**config.mk**
```make
export PLATFORM = sky130hd
export DESIGN_NAME = bf16_mul_vec
export DESIGN_NICKNAME = d
export VERILOG_FILES = /design/src/rtl/bf16_mul_vec.sv
export SDC_FILE = /design/constraint.sdc
export NUM_CORES = 1
export LEC_CHECK = 0
export CELL_PAD_IN_SITES_DETAIL_PLACEMENT = 0
export CELL_PAD_IN_SITES_GLOBAL_PLACEMENT = 2
export CORE_UTILIZATION = 39
export CTS_CLUSTER_SIZE = 16
export DETAILED_ROUTE_END_ITERATION = 10
export PLACE_DENSITY = 0.78
export SETUP_SLACK_MARGIN = 0.15
export SLEW_MARGIN = 20
export SYNTH_ARGS = -nofsm -noshare
export SYNTH_HDL_FRONTEND = slang
export SYNTH_SLANG_ARGS = --single-unit
```
**constraint.sdc**
```tcl
create_clock -name clk -period 10.45 [get_ports clk]
set_clock_uncertainty 0.2 [all_clocks]
set_input_delay 2.09 -clock clk [delete_from_list [all_inputs] [get_ports clk]]
set_output_delay 2.09 -clock clk [all_outputs]
set_load 0.005 [all_outputs]
```
**src/rtl/bf16_mul_vec.sv**
```systemverilog
// Vector of independent bf16 multipliers, exact (truncating) or L-Mul approximate,
// behind a 3-stage valid/ready pipeline (decode, mantissa multiply/add, normalise/pack).
module bf16_mul_vec #(
  parameter int unsigned LANES    = 4,
  parameter int unsigned LMUL_OFS = 8
) (
  input  logic                  clk,
  input  logic                  rst,
  input  logic                  i_valid,
  output logic                  i_ready,
  input  logic                  i_mode,
  input  logic [16*LANES-1:0]   i_a,
  input  logic [16*LANES-1:0]   i_b,
  output logic                  o_valid,
  input  logic                  o_ready,
  output logic [16*LANES-1:0]   o_p
);

  logic v1, v2, v3;
  logic m1, m2;
  logic in_rst;
  logic en1, en2, en3;
  logic take;

  // A stage may load when it is empty or its contents move on this cycle.
  assign en3     = !v3 || o_ready;
  assign en2     = !v2 || en3;
  assign en1     = !v1 || en2;
  assign i_ready = !in_rst && en1;
  assign take    = i_valid && i_ready;
  assign o_valid = v3;

  always_ff @(posedge clk) begin
    in_rst <= rst;
    if (rst) begin
      v1 <= 1'b0;
      v2 <= 1'b0;
      v3 <= 1'b0;
    end else begin
      if (en1) v1 <= take;
      if (en2) v2 <= v1;
      if (en3) v3 <= v2;
    end
  end

  always_ff @(posedge clk) begin
    if (take)      m1 <= i_mode;
    if (en2 && v1) m2 <= m1;
  end

  for (genvar k = 0; k < LANES; k++) begin : g_lane
    logic [15:0] a, b;
    logic [7:0]  ea, eb;
    logic [6:0]  ma, mb;
    logic        az, bz, ai, bi, an, bn;
    logic        sgn;
    logic        sp_d;
    logic [15:0] spv_d;

    assign a   = i_a[16*k +: 16];
    assign b   = i_b[16*k +: 16];
    assign ea  = a[14:7];
    assign eb  = b[14:7];
    assign ma  = a[6:0];
    assign mb  = b[6:0];
    assign sgn = a[15] ^ b[15];
    assign az  = (ea == 8'd0);
    assign bz  = (eb == 8'd0);
    assign ai  = (ea == 8'hFF) && (ma == 7'd0);
    assign bi  = (eb == 8'hFF) && (mb == 7'd0);
    assign an  = (ea == 8'hFF) && (ma != 7'd0);
    assign bn  = (eb == 8'hFF) && (mb != 7'd0);

    always_comb begin
      sp_d  = 1'b0;
      spv_d = '0;
      if (an || bn || (ai && bz) || (bi && az)) begin
        sp_d  = 1'b1;
        spv_d = 16'h7FC0;
      end else if (ai || bi) begin
        sp_d  = 1'b1;
        spv_d = {sgn, 15'h7F80};
      end else if (az || bz) begin
        sp_d  = 1'b1;
        spv_d = {sgn, 15'h0000};
      end
    end

    // S1: decoded operands and special-case result
    logic              s1_sgn, s1_sp;
    logic [15:0]       s1_spv;
    logic signed [9:0] s1_e;
    logic [6:0]        s1_ma, s1_mb;

    always_ff @(posedge clk) begin
      if (take) begin
        s1_sgn <= sgn;
        s1_sp  <= sp_d;
        s1_spv <= spv_d;
        s1_e   <= $signed({2'b00, ea}) + $signed({2'b00, eb}) - 10'sd127;
        s1_ma  <= ma;
        s1_mb  <= mb;
      end
    end

    // S2: full product (exact) or offset mantissa sum (L-Mul) in a shared 16-bit field
    logic [15:0]       prod_d;
    logic              s2_sgn, s2_sp;
    logic [15:0]       s2_spv;
    logic signed [9:0] s2_e;
    logic [15:0]       s2_prod;

    always_comb begin
      prod_d = '0;
      if (m1)
        prod_d = {7'd0, 9'({2'b00, s1_ma}) + 9'({2'b00, s1_mb}) + 9'(LMUL_OFS)};
      else
        prod_d = 16'({1'b1, s1_ma}) * 16'({1'b1, s1_mb});
    end

    always_ff @(posedge clk) begin
      if (en2 && v1) begin
        s2_sgn  <= s1_sgn;
        s2_sp   <= s1_sp;
        s2_spv  <= s1_spv;
        s2_e    <= s1_e;
        s2_prod <= prod_d;
      end
    end

    // S3: normalise, range-check exponent, pack
    logic              hi;
    logic signed [9:0] e_n;
    logic [6:0]        mant;
    logic [15:0]       res_d;
    logic [15:0]       s3_p;

    always_comb begin
      hi    = m2 ? (s2_prod[8] | s2_prod[7]) : s2_prod[15];
      e_n   = hi ? s2_e + 10'sd1 : s2_e;
      mant  = '0;
      res_d = '0;
      if (m2)
        mant = hi ? 7'((s2_prod[8:0] - 9'd128) >> 1) : s2_prod[6:0];
      else
        mant = hi ? s2_prod[14:8] : s2_prod[13:7];
      if (s2_sp)
        res_d = s2_spv;
      else if (e_n >= 10'sd255)
        res_d = {s2_sgn, 15'h7F80};
      else if (e_n <= 10'sd0)
        res_d = {s2_sgn, 15'h0000};
      else
        res_d = {s2_sgn, e_n[7:0], mant};
    end

    always_ff @(posedge clk) begin
      if (rst)
        s3_p <= '0;
      else if (en3 && v2)
        s3_p <= res_d;
    end

    assign o_p[16*k +: 16] = s3_p;
  end

endmodule

```
==> impl_metrics.py, run 1 <==
metrics = {
    "finish": {
        "instances_no_fill": 3342,
        "proportion_of_layout_cells_with_a_drive_suffix_above_1_pct": 5.23,
        "layout.filler_cells": 5722,
        "register_area_mm2": 0.00863,
        "areaGrowthSynthToFinish_pct": 17.2,
        "multi_input_comb_area_mm2": 0.0141,
        "num_antenna_cells": 0,
        "nets": 3073,
    },
    "timing": {
        "slew_headroom_pct": 29.9,
        "period_share_pct": 55.9,
        "fin_crit_ns": 5.84,
        "hold_ws_ns": 0.206,
        "setup_violations": 0,
        "maxClockFrequency_mhz": 171,
        "timing_worst_slew_pin_value_ns": 1.04,
        "rsz0062_at_grt": "false",
        "finalHoldViolCount": 0,
        "setup_tns_ns": 0,
        "final_setup_slack_of_the_worst_path_ns": 4.61,
        "slew_violations": 0,
    },
    "cts": {
        "clock_root_cell": "clkbuf_16",
        "cts.path.max_buffers": 3,
        "post-cts-setup-buffers": 0,
        "numClockSinks": 310,
        "worst_skew_pair.late_latency_ns": 0.56,
        "cts_tree": "yes",
        "worst_setup_hold_path_clk_slew_ns": 0.06,
        "ctsHtreeMaxLevel": 2,
        "postCtsHoldBufs": 0,
        "tritoncts_buffers": 39,
        "postCtsResizedCells": 0,
    },
    "global_routing": {
        "pin_count_of_the_biggest_net_entering_global_routing": 81,
        "wire_length_of_the_first_global_routing_pass_um": 93900,
        "grt.total_usage_pct": 18.8,
        "antenna_found_initial": 0,
        "vias_in_the_first_global_route": 18000,
        "grt.overflow.total": 0,
    },
    "pwr": {
        "vdd.ir_drop.worst_mv": 0.0979,
        "pwrdens_mw_per_mm2": 149,
        "p_leak_nw": 11.7,
        "power_mw": 4.23,
    },
    "setup_path": {
        "crit_slowest_cell": "clkdlybuf4s50_1",
        "criticalPathCategory": "in2out",
        "max_stage_delay_ns": 0.45,
        "worst_ep_arrival_time_ns": 3.55,
        "worstSetupEndpointType": "output port",
        "worst_path_bufs_invs": 2,
        "timing.critical_path.mode_cell": "clkdlybuf4s50_1",
        "crit_fanout": 4,
        "timing.critical_path.from": "o_ready",
        "cp-start-kind": "primary input",
        "worstPathCellList": "clkdlybuf4s50_1, nand2b_1, nor2_1, a21oi_1, clkdlybuf4s50_1",
        "crit_family": "buffers and inverters",
        "timing.critical_path.required_ns": 8.16,
        "critical_path.reg2reg.startpoint": "g_lane[0].s1_mb[4]",
    },
    "place": {
        "routabilityCongestion": 0.869,
        "numPortBuffers": 198,
        "placedCellCount": 3273,
        "dp_hpwl_um": 45900,
        "preCtsSetupSlack_ns": 4.63,
    },
    "die": {
        "core.rowCount": 90,
        "initial_utilization_pct": 39.7,
        "placeableCoreArea_mm2": 0.0608,
        "floorplan.io_pins": 199,
        "dieHeight_um": 251,
        "die-area_mm2": 0.0629,
        "die_x_um": 251,
    },
    "synthesis": {
        "yosys_warnings": 0,
        "yosys_register_bits": 310,
        "synth.avg_cell_area_um2": 10.3,
        "ys.flop_type": "edfxtp_1",
        "post_synth_num_cell_types": 72,
        "syn_area_mm2": 0.0241,
        "synth_seq_area_share_pct": 35.7,
        "synth_cells": 2340,
        "synth_enable_flop_cells": 242,
        "proportion_of_synthesized_flip_flops_having_asynchronous_set_or_reset_pct": 0,
        "syn-num-nets": 2881,
    },
    "detailed_routing": {
        "drtPass1Iterations": 5,
        "detailroute.via_count": 17300,
        "number_of_vias_per_cell": 5.17,
        "routed_wirelength_um": 58200,
        "postRouteAntennaNets": 0,
        "residual_drc_count": 0,
        "post_drt_wl_per_cell_um": 17.4,
        "starting_drc_count_in_detailed_routing": 755,
    },
    "run": {
        "drv_cap": 0,
    },
    "outcome": {
        "outcome": "complete, no violations",
    },
    "hold_path": {
        "hp-start": "g_lane[2].s1_sp",
        "hold_path_class": "reg2reg",
    },
}
flip-flops by register name (all words and copies together) (netlist names), 4 cells and up:
signal and count:
g_lane.s2_prod 64, g_lane.s3_p 64, g_lane.s1_e 40, g_lane.s2_e 40, g_lane.s1_ma 28, g_lane.s1_mb 28, g_lane.s1_spv 12, g_lane.s2_spv 12
g_lane.s1_sgn 4, g_lane.s1_sp 4, g_lane.s2_sgn 4, g_lane.s2_sp 4
layout by cell type, fill, tap and decap left out, types with 26 or more instances in the layout:
cell type / Yosys / routed
inv_1: 330 / 330
ha_1: 256 / 256
edfxtp_1: 242 / 242
clkdlybuf4s50_1: 0 / 198
fa_1: 152 / 152
nor2_1: 142 / 141
nand2_1: 135 / 135
a21oi_1: 118 / 118
and2_1: 105 / 103
xnor2_1: 74 / 74
dfxtp_1: 68 / 68
nor3_1: 58 / 58
o21ai_0: 49 / 49
nor2b_1: 48 / 47
clkbuf_16: 0 / 39
a211oi_1: 34 / 34
nor4_1: 34 / 32
xor2_1: 31 / 31
mux2i_1: 31 / 31
nor3b_1: 26 / 26
mux2_2: 26 / 26
nand4_1: 26 / 26
where the power goes:
part,internal (mW),switching [mW],total (mW)
logic,0.621,0.746,1.37
clock network,0.841,0.530,1.37
registers,1.43,0.0567,1.49
total,2.90,1.33,4.23
through the flow:
stage / area, um^2 / utilization (%)
after floorplan: 24100 / -
after global placement: 27000 / 44.4
after detailed placement: 27000 / 44.4
after CTS: 28300 / 46.5
after global routing: 28300 / 46.5
final: 28300 / 46.5
worst paths after layout:
kind | to | slack (ns) | cells after the start
max | i_ready | 4.61 | 5
min reg2reg | g_lane[2].s2_sp | 0.21 | 0
max reg2reg | g_lane[0].s2_prod[15] | 5.48 | 13
min | g_lane[2].s2_sp | 0.21 | 0
cell usage after synthesis, drive strengths merged (19+ instances only):
| master | count | share of area, % |
|---|---|---|
| nand2 | 135 | 2.1 |
| a211oi | 34 | 1.1 |
| nor4 | 35 | 0.93 |
| nor3 | 59 | 1.2 |
| dfxtp | 68 | 5.6 |
| xnor2 | 74 | 2.7 |
| o21a | 22 | 0.68 |
| inv | 330 | 5.1 |
| ha | 256 | 13 |
| xor2 | 31 | 1.1 |
| o21bai | 19 | 0.59 |
| nor3b | 28 | 0.91 |
| fa | 152 | 13 |
| nand3 | 25 | 0.52 |
| nor2 | 142 | 2.2 |
| clkbuf | 46 | 0.72 |
| nor2b | 48 | 1.2 |
| a21oi | 118 | 2.4 |
| o21ai | 52 | 1.1 |
| and2 | 105 | 2.7 |
| mux2i | 31 | 1.3 |
| a21o | 25 | 0.78 |
| a22o | 22 | 0.80 |
| mux2 | 26 | 1.2 |
| edfxtp | 242 | 30 |
| nand4 | 26 | 0.67 |
area by class of cell:
class | count | share of cell area, %
multi-input cells | 1643 | 49.8
inverters | 330 | 4.38
flip-flops and latches | 310 | 30.5
clock inverters | 20 | 0.911
clock buffers | 49 | 3.72
repair buffers | 208 | 7.27
well taps | 782 | 3.46
logic make-up (layout without fill, tap and decap cells):
kind of cell               count (synthesis)  after routing  share of synthesized area, %
AOI/OAI and AO/OA                        398            398                          11.3
xor gates and xnor gates                 105            105                          3.81
adders and majority gates                408            408                          25.9
buffers and inverters                    387            607                          6.05
DFF                                      310            310                          35.7
muxes                                     57             57                          2.50
and+or+nand+nor                          675            675                          14.7
metal layers:
metal | vias up | share of wire, % | track usage, %
li1 | 8576 | - | -
met1 | 8318 | 47 | 25.1
met2 | 300 | 47 | 31.9
met3 | 72 | 3.2 | 2.29
met4 | 0 | 2.2 | 5.36
met5 | - | 0 | 0
(Power assumes the default switching activity.)
==> run 2: changes to the inputs <==
clock period = 5.5 ns   (was 10.45 ns; I/O delays follow)
==> run 2 against run 1 <==
Against the previous run:
- die area did not move
- non-clock buffer count rose by 4
- global-route usage rose by 0.46 points
- largest power group unchanged
- register-to-register slack got worse by 4.9 ns
==> impl_metrics.py, run 2 (synthesis gave the netlist of run 1 again) <==
metrics = {
    "finish": {
        "num_antenna_cells": 0,
        "final_cell_mix": "inv_1 (330), ha_1 (256), edfxtp_1 (242), clkdlybuf4s50_1 (198), fa_1 (152)",
        "layout_commonest_cell": "inv_1",
        "proportion_of_layout_cells_with_a_drive_suffix_above_1_pct": 5.68,
        "nets": 3078,
        "areaGrowthSynthToFinish_pct": 17.8,
        "biggestRegsByFlops": "g_lane.s2_prod x64, g_lane.s3_p x64",
        "layout.filler_cells": 5739,
        "multi_input_comb_area_mm2": 0.0141,
        "register_area_mm2": 0.00863,
    },
    "cts": {
        "cts.path.max_buffers": 3,
        "worst_skew_pair.late_latency_ns": 0.56,
        "numClockSinks": 310,
        "cts_tree": "yes",
        "tritoncts_buffers": 40,
        "clock_root_cell": "clkbuf_16",
        "post-cts-setup-buffers": 0,
        "postCtsResizedCells": 0,
        "worst_setup_hold_path_clk_slew_ns": 0.06,
        "postCtsHoldBufs": 0,
        "ctsHtreeMaxLevel": 2,
    },
    "timing": {
        "setup_violations": 0,
        "finalHoldViolCount": 0,
        "rsz0062_at_grt": "false",
        "slew_violations": 0,
        "period_share_pct": 89.3,
        "setup_tns_ns": 0,
        "maxClockFrequency_mhz": 204,
        "hold_ws_ns": 0.211,
        "slew_headroom_pct": 35.7,
        "timing_worst_slew_pin_value_ns": 0.963,
        "fin_crit_ns": 4.91,
    },
    "die": {
        "dieHeight_um": 251,
        "floorplan.io_pins": 199,
        "die-area_mm2": 0.0629,
        "die_x_um": 251,
        "placeableCoreArea_mm2": 0.0608,
        "initial_utilization_pct": 39.7,
        "core.rowCount": 90,
    },
    "hold_path": {
        "timing.hold.worst_endpoint": "g_lane[2].s2_e[7]",
        "whs_path_depth": 0,
        "hp-start": "g_lane[2].s1_e[7]",
        "hold_path_class": "reg2reg",
    },
    "global_routing": {
        "grt.overflow.total": 0,
        "pin_count_of_the_biggest_net_entering_global_routing": 96,
        "wire_length_of_the_first_global_routing_pass_um": 95800,
        "antenna_found_initial": 0,
        "vias_in_the_first_global_route": 17800,
        "grt.total_usage_pct": 19.2,
    },
    "setup_path": {
        "critical_path.reg2reg.startpoint": "g_lane[0].s1_ma[1]",
        "criticalPathCategory": "reg2reg",
        "crit_fanout": 5,
        "worst_ep_arrival_time_ns": 5.04,
        "r2r_setup_slack_ns": 0.59,
        "worst-r2r-cell-count": 15,
        "worstReg2RegEnd": "g_lane[0].s2_prod[15]",
        "cp-start-kind": "register",
        "timing.critical_path.required_ns": 5.62,
        "worstSetupEndpointType": "register",
    },
    "place": {
        "routabilityCongestion": 0.849,
        "numPortBuffers": 198,
        "dp_hpwl_um": 47500,
    },
    "detailed_routing": {
        "post_drt_wl_per_cell_um": 17.7,
        "postRouteAntennaNets": 0,
        "starting_drc_count_in_detailed_routing": 850,
        "residual_drc_count": 0,
        "detailroute.via_count": 17300,
        "routed_wirelength_um": 59400,
        "drtPass1Iterations": 5,
        "number_of_vias_per_cell": 5.15,
    },
    "pwr": {
        "pwrdens_mw_per_mm2": 287,
        "vdd.ir_drop.worst_mv": 0.208,
        "p_leak_nw": 11.7,
    },
    "run": {
        "drv_cap": 0,
    },
    "outcome": {
        "outcome": "complete, no violations",
    },
}
==> run 2: cell types whose count changed in the layout (fill, tap and decap cells not counted), sizes merged <==
cell and change:
clkinvlp +4, buf +4, inv +4, clkinv +2, clkbuf -6, bufinv +1
==> run 2: area by class of cell <==
type | instances | share of cell area [%]
repair buffers | 212 | 7.43
well taps | 782 | 3.44
inverters | 330 | 4.36
clock buffers | 43 | 3.60
multi-input cells | 1643 | 49.5
clock inverters | 31 | 1.31
flip-flops and latches | 310 | 30.3
==> run 2: metrics by stage <==
| stage | instance area (um^2) | setup WS (ns) | std cells | total power, mW | util [%] |
|---|---|---|---|---|---|
| after global placement | 27000 | 0.692 | 3277 | 5.48 | 44.4 |
| after detailed placement | 27000 | 0.642 | 3277 | 5.49 | 44.4 |
| after global routing | 28400 | 0.344 | 3351 | 8.75 | 46.8 |
| final | 28400 | 0.587 | 3351 | 8.17 | 46.8 |
| after CTS | 28400 | 0.632 | 3351 | 8.30 | 46.7 |
| after floorplan | 24100 | 0.271 | 2340 | 4.77 | - |
==> run 2: report_power, final <==
part | total (mW) | internal (mW) | switching, mW
sequential | 2.83 | 2.72 | 0.104
clock | 2.75 | 1.66 | 1.09
combinational | 2.60 | 1.18 | 1.41
==> run 2: how the worst max path moves through the flow <==
| stage | startpoint | end | slack, ns | depth (start not counted) |
|---|---|---|---|---|
| 5_1_grt | g_lane[2].s1_mb[2] | g_lane[2].s2_prod[15] | 0.34 | 14 |
| 4_1_cts | g_lane[0].s1_ma[1] | g_lane[0].s2_prod[15] | 0.63 | 15 |
| 3_5_place_dp | g_lane[0].s1_ma[1] | g_lane[0].s2_prod[15] | 0.64 | 15 |
| 3_3_place_gp | g_lane[0].s1_mb[4] | g_lane[0].s2_prod[15] | 0.69 | 13 |
| 2_1_floorplan | o_ready | g_lane[0].s2_e[0] | 0.27 | 3 |
| 6_report | g_lane[0].s1_ma[1] | g_lane[0].s2_prod[15] | 0.59 | 15 |
==> run 2: per-layer routing <==
layer  routed length [um]  up-vias  share of wire (%)  global-route usage [%]
met2                28100      312                 47                    32.3
met4                 1240        0                2.1                    5.29
met5                    0        -                  0                       0
met3                 2240       60                3.8                    2.53
met1                27800     8300                 47                    26.0
li1                     -     8597                  -                       -
==> run 2: critical path, cell delays in order, from the launching register on <==
cell      delay, ns
edfxtp_1       0.46
inv_1          0.20
nor2_1         0.10
fa_1           0.53
inv_1          0.07
fa_1           0.52
inv_1          0.05
fa_1           0.52
inv_1          0.05
fa_1           0.52
inv_1          0.04
ha_1           0.32
o21ai_0        0.20
a211oi_1       0.44
o22ai_1        0.14
mux2_2         0.29
==> run 3: changes to the inputs <==
CELL_PAD_IN_SITES_DETAIL_PLACEMENT = not set   (was 0)
CELL_PAD_IN_SITES_GLOBAL_PLACEMENT = not set   (was 2)
CORE_UTILIZATION = 60   (was 39)
PLACE_DENSITY = 0.79   (was 0.78)
==> run 3 against run 2 <==
Against the previous run:
- final cell count fell by 7.9%
- maximum frequency up 0.30%
- sequential power barely moved
- worst hold slack worse by 0.0097 ns
- highest routed layer unchanged
==> impl_metrics.py, run 3 (synthesis gave the netlist of run 1 again) <==
metrics = {
    "place": {
        "placedCellCount": 3016,
        "dpl_cell_area_mm2": 0.0267,
        "numPortBuffers": 198,
        "routabilityCongestion": 0.933,
        "dp_hpwl_um": 43600,
    },
    "finish": {
        "final_design_area_no_fill_mm2": 0.0280,
        "num_antenna_cells": 0,
        "layout.filler_cells": 2956,
        "areaGrowthSynthToFinish_pct": 16.1,
        "final_cell_mix": "inv_1 (330), ha_1 (256), edfxtp_1 (242), clkdlybuf4s50_1 (198), fa_1 (152)",
        "multi_input_comb_area_mm2": 0.0141,
        "biggestRegsByFlops": "g_lane.s2_prod x64, g_lane.s3_p x64",
        "final_core_utilization_pct": 70.5,
        "proportion_of_layout_cells_with_a_drive_suffix_above_1_pct": 5.27,
        "nets": 3072,
        "register_area_mm2": 0.00863,
        "layout_commonest_cell": "inv_1",
        "instances_no_fill": 3086,
    },
    "timing": {
        "fin_crit_ns": 4.90,
        "timing_worst_slew_pin_value_ns": 0.878,
        "slew_headroom_pct": 41.4,
        "slew_violations": 0,
        "maxClockFrequency_mhz": 204,
        "rsz0062_at_grt": "false",
        "setup_tns_ns": 0,
        "finalHoldViolCount": 0,
        "hold_ws_ns": 0.202,
        "setup_violations": 0,
        "period_share_pct": 89.1,
    },
    "outcome": {
        "outcome": "complete, no violations",
    },
    "detailed_routing": {
        "drtPass1Iterations": 5,
        "postRouteAntennaNets": 0,
        "starting_drc_count_in_detailed_routing": 1092,
        "detailroute.via_count": 17800,
        "residual_drc_count": 0,
        "post_drt_wl_per_cell_um": 17.9,
        "routed_wirelength_um": 55200,
        "number_of_vias_per_cell": 5.77,
    },
    "pwr": {
        "vdd.ir_drop.worst_mv": 0.215,
        "pwrdens_mw_per_mm2": 287,
        "p_leak_nw": 11.7,
    },
    "cts": {
        "postCtsHoldBufs": 0,
        "worst_setup_hold_path_clk_slew_ns": 0.06,
        "ctsHtreeMaxLevel": 2,
        "cts.path.max_buffers": 3,
        "numClockSinks": 310,
        "tritoncts_buffers": 38,
        "postCtsResizedCells": 0,
        "worst_skew_pair.late_latency_ns": 0.57,
        "cts_tree": "yes",
        "post-cts-setup-buffers": 0,
        "clock_root_cell": "clkbuf_16",
    },
    "global_routing": {
        "wire_length_of_the_first_global_routing_pass_um": 90600,
        "grt.total_usage_pct": 27.5,
        "vias_in_the_first_global_route": 18100,
        "grt.overflow.total": 0,
        "pin_count_of_the_biggest_net_entering_global_routing": 74,
        "antenna_found_initial": 0,
    },
    "setup_path": {
        "worst-r2r-cell-count": 13,
        "criticalPathCategory": "reg2reg",
        "worst-path-stages": 13,
        "crit_fanout": 8,
        "timing.critical_path.required_ns": 5.62,
        "crit_slowest_cell": "fa_1",
        "crit_family": "adder cells",
        "worstPathCellList": "and2_1, fa_1, fa_1, inv_1, fa_1, fa_1, inv_1, ha_1, o21a_1, o21ai_0, a211oi_1, o22ai_1, mux2_2",
        "timing.critical_path.from": "g_lane[0].s1_mb[4]",
        "cp-start-kind": "register",
        "worst_ep_arrival_time_ns": 5.01,
        "max_stage_delay_ns": 0.55,
        "worstSetupEndpointType": "register",
        "critical_path.reg2reg.startpoint": "g_lane[0].s1_mb[4]",
        "worst_path_bufs_invs": 2,
        "timing.critical_path.mode_cell": "fa_1",
    },
    "hold_path": {
        "whs_path_depth": 0,
        "hold_path_class": "reg2reg",
        "hp-start": "g_lane[2].s1_e[8]",
    },
    "die": {
        "die_x_um": 203,
        "floorplan.io_pins": 199,
        "dieHeight_um": 203,
        "placeableCoreArea_mm2": 0.0397,
        "core.rowCount": 73,
        "die-area_mm2": 0.0410,
        "initial_utilization_pct": 60.8,
    },
    "run": {
        "drv_cap": 0,
    },
}
==> run 3: through the flow <==
step	power, mW	setup slack [ns]
floorplan	4.77	0.271
global placement	5.34	0.768
detailed placement	5.43	0.667
CTS	8.07	0.653
global route	8.54	0.408
finish	8.03	0.602
==> run 3: report_power, final <==
part / internal (mW) / switching [mW]
logic: 1.18 / 1.42
registers: 2.72 / 0.102
clock network: 1.58 / 1.03
==> run 3: routing by layer <==
layer	routed length (um)	vias up	share of wire (%)	track usage [%]
met4	1440	0	2.6	8.24
met2	26700	467	48	46.4
li1	-	8590	-	-
met1	24200	8641	44	36.6
met3	2770	116	5.0	4.38
met5	0	-	0	0
==> run 3: final timing paths <==
kind	endpoint	slack [ns]
setup / recovery	g_lane[0].s2_prod[15]	0.60
setup reg to reg	g_lane[0].s2_prod[15]	0.60
hold reg to reg	g_lane[2].s2_e[8]	0.20
hold / removal	g_lane[2].s2_e[8]	0.20
==> run 3: area by class of cell <==
class	instances	share of cell area (%)
Timing Repair Buffer	208	7.39
Clock inverter	15	0.639
Clock buffer	55	4.12
Multi-Input combinational cell	1643	50.3
Sequential cell	310	30.8
Inverter	330	4.42
Tap cell	525	2.34
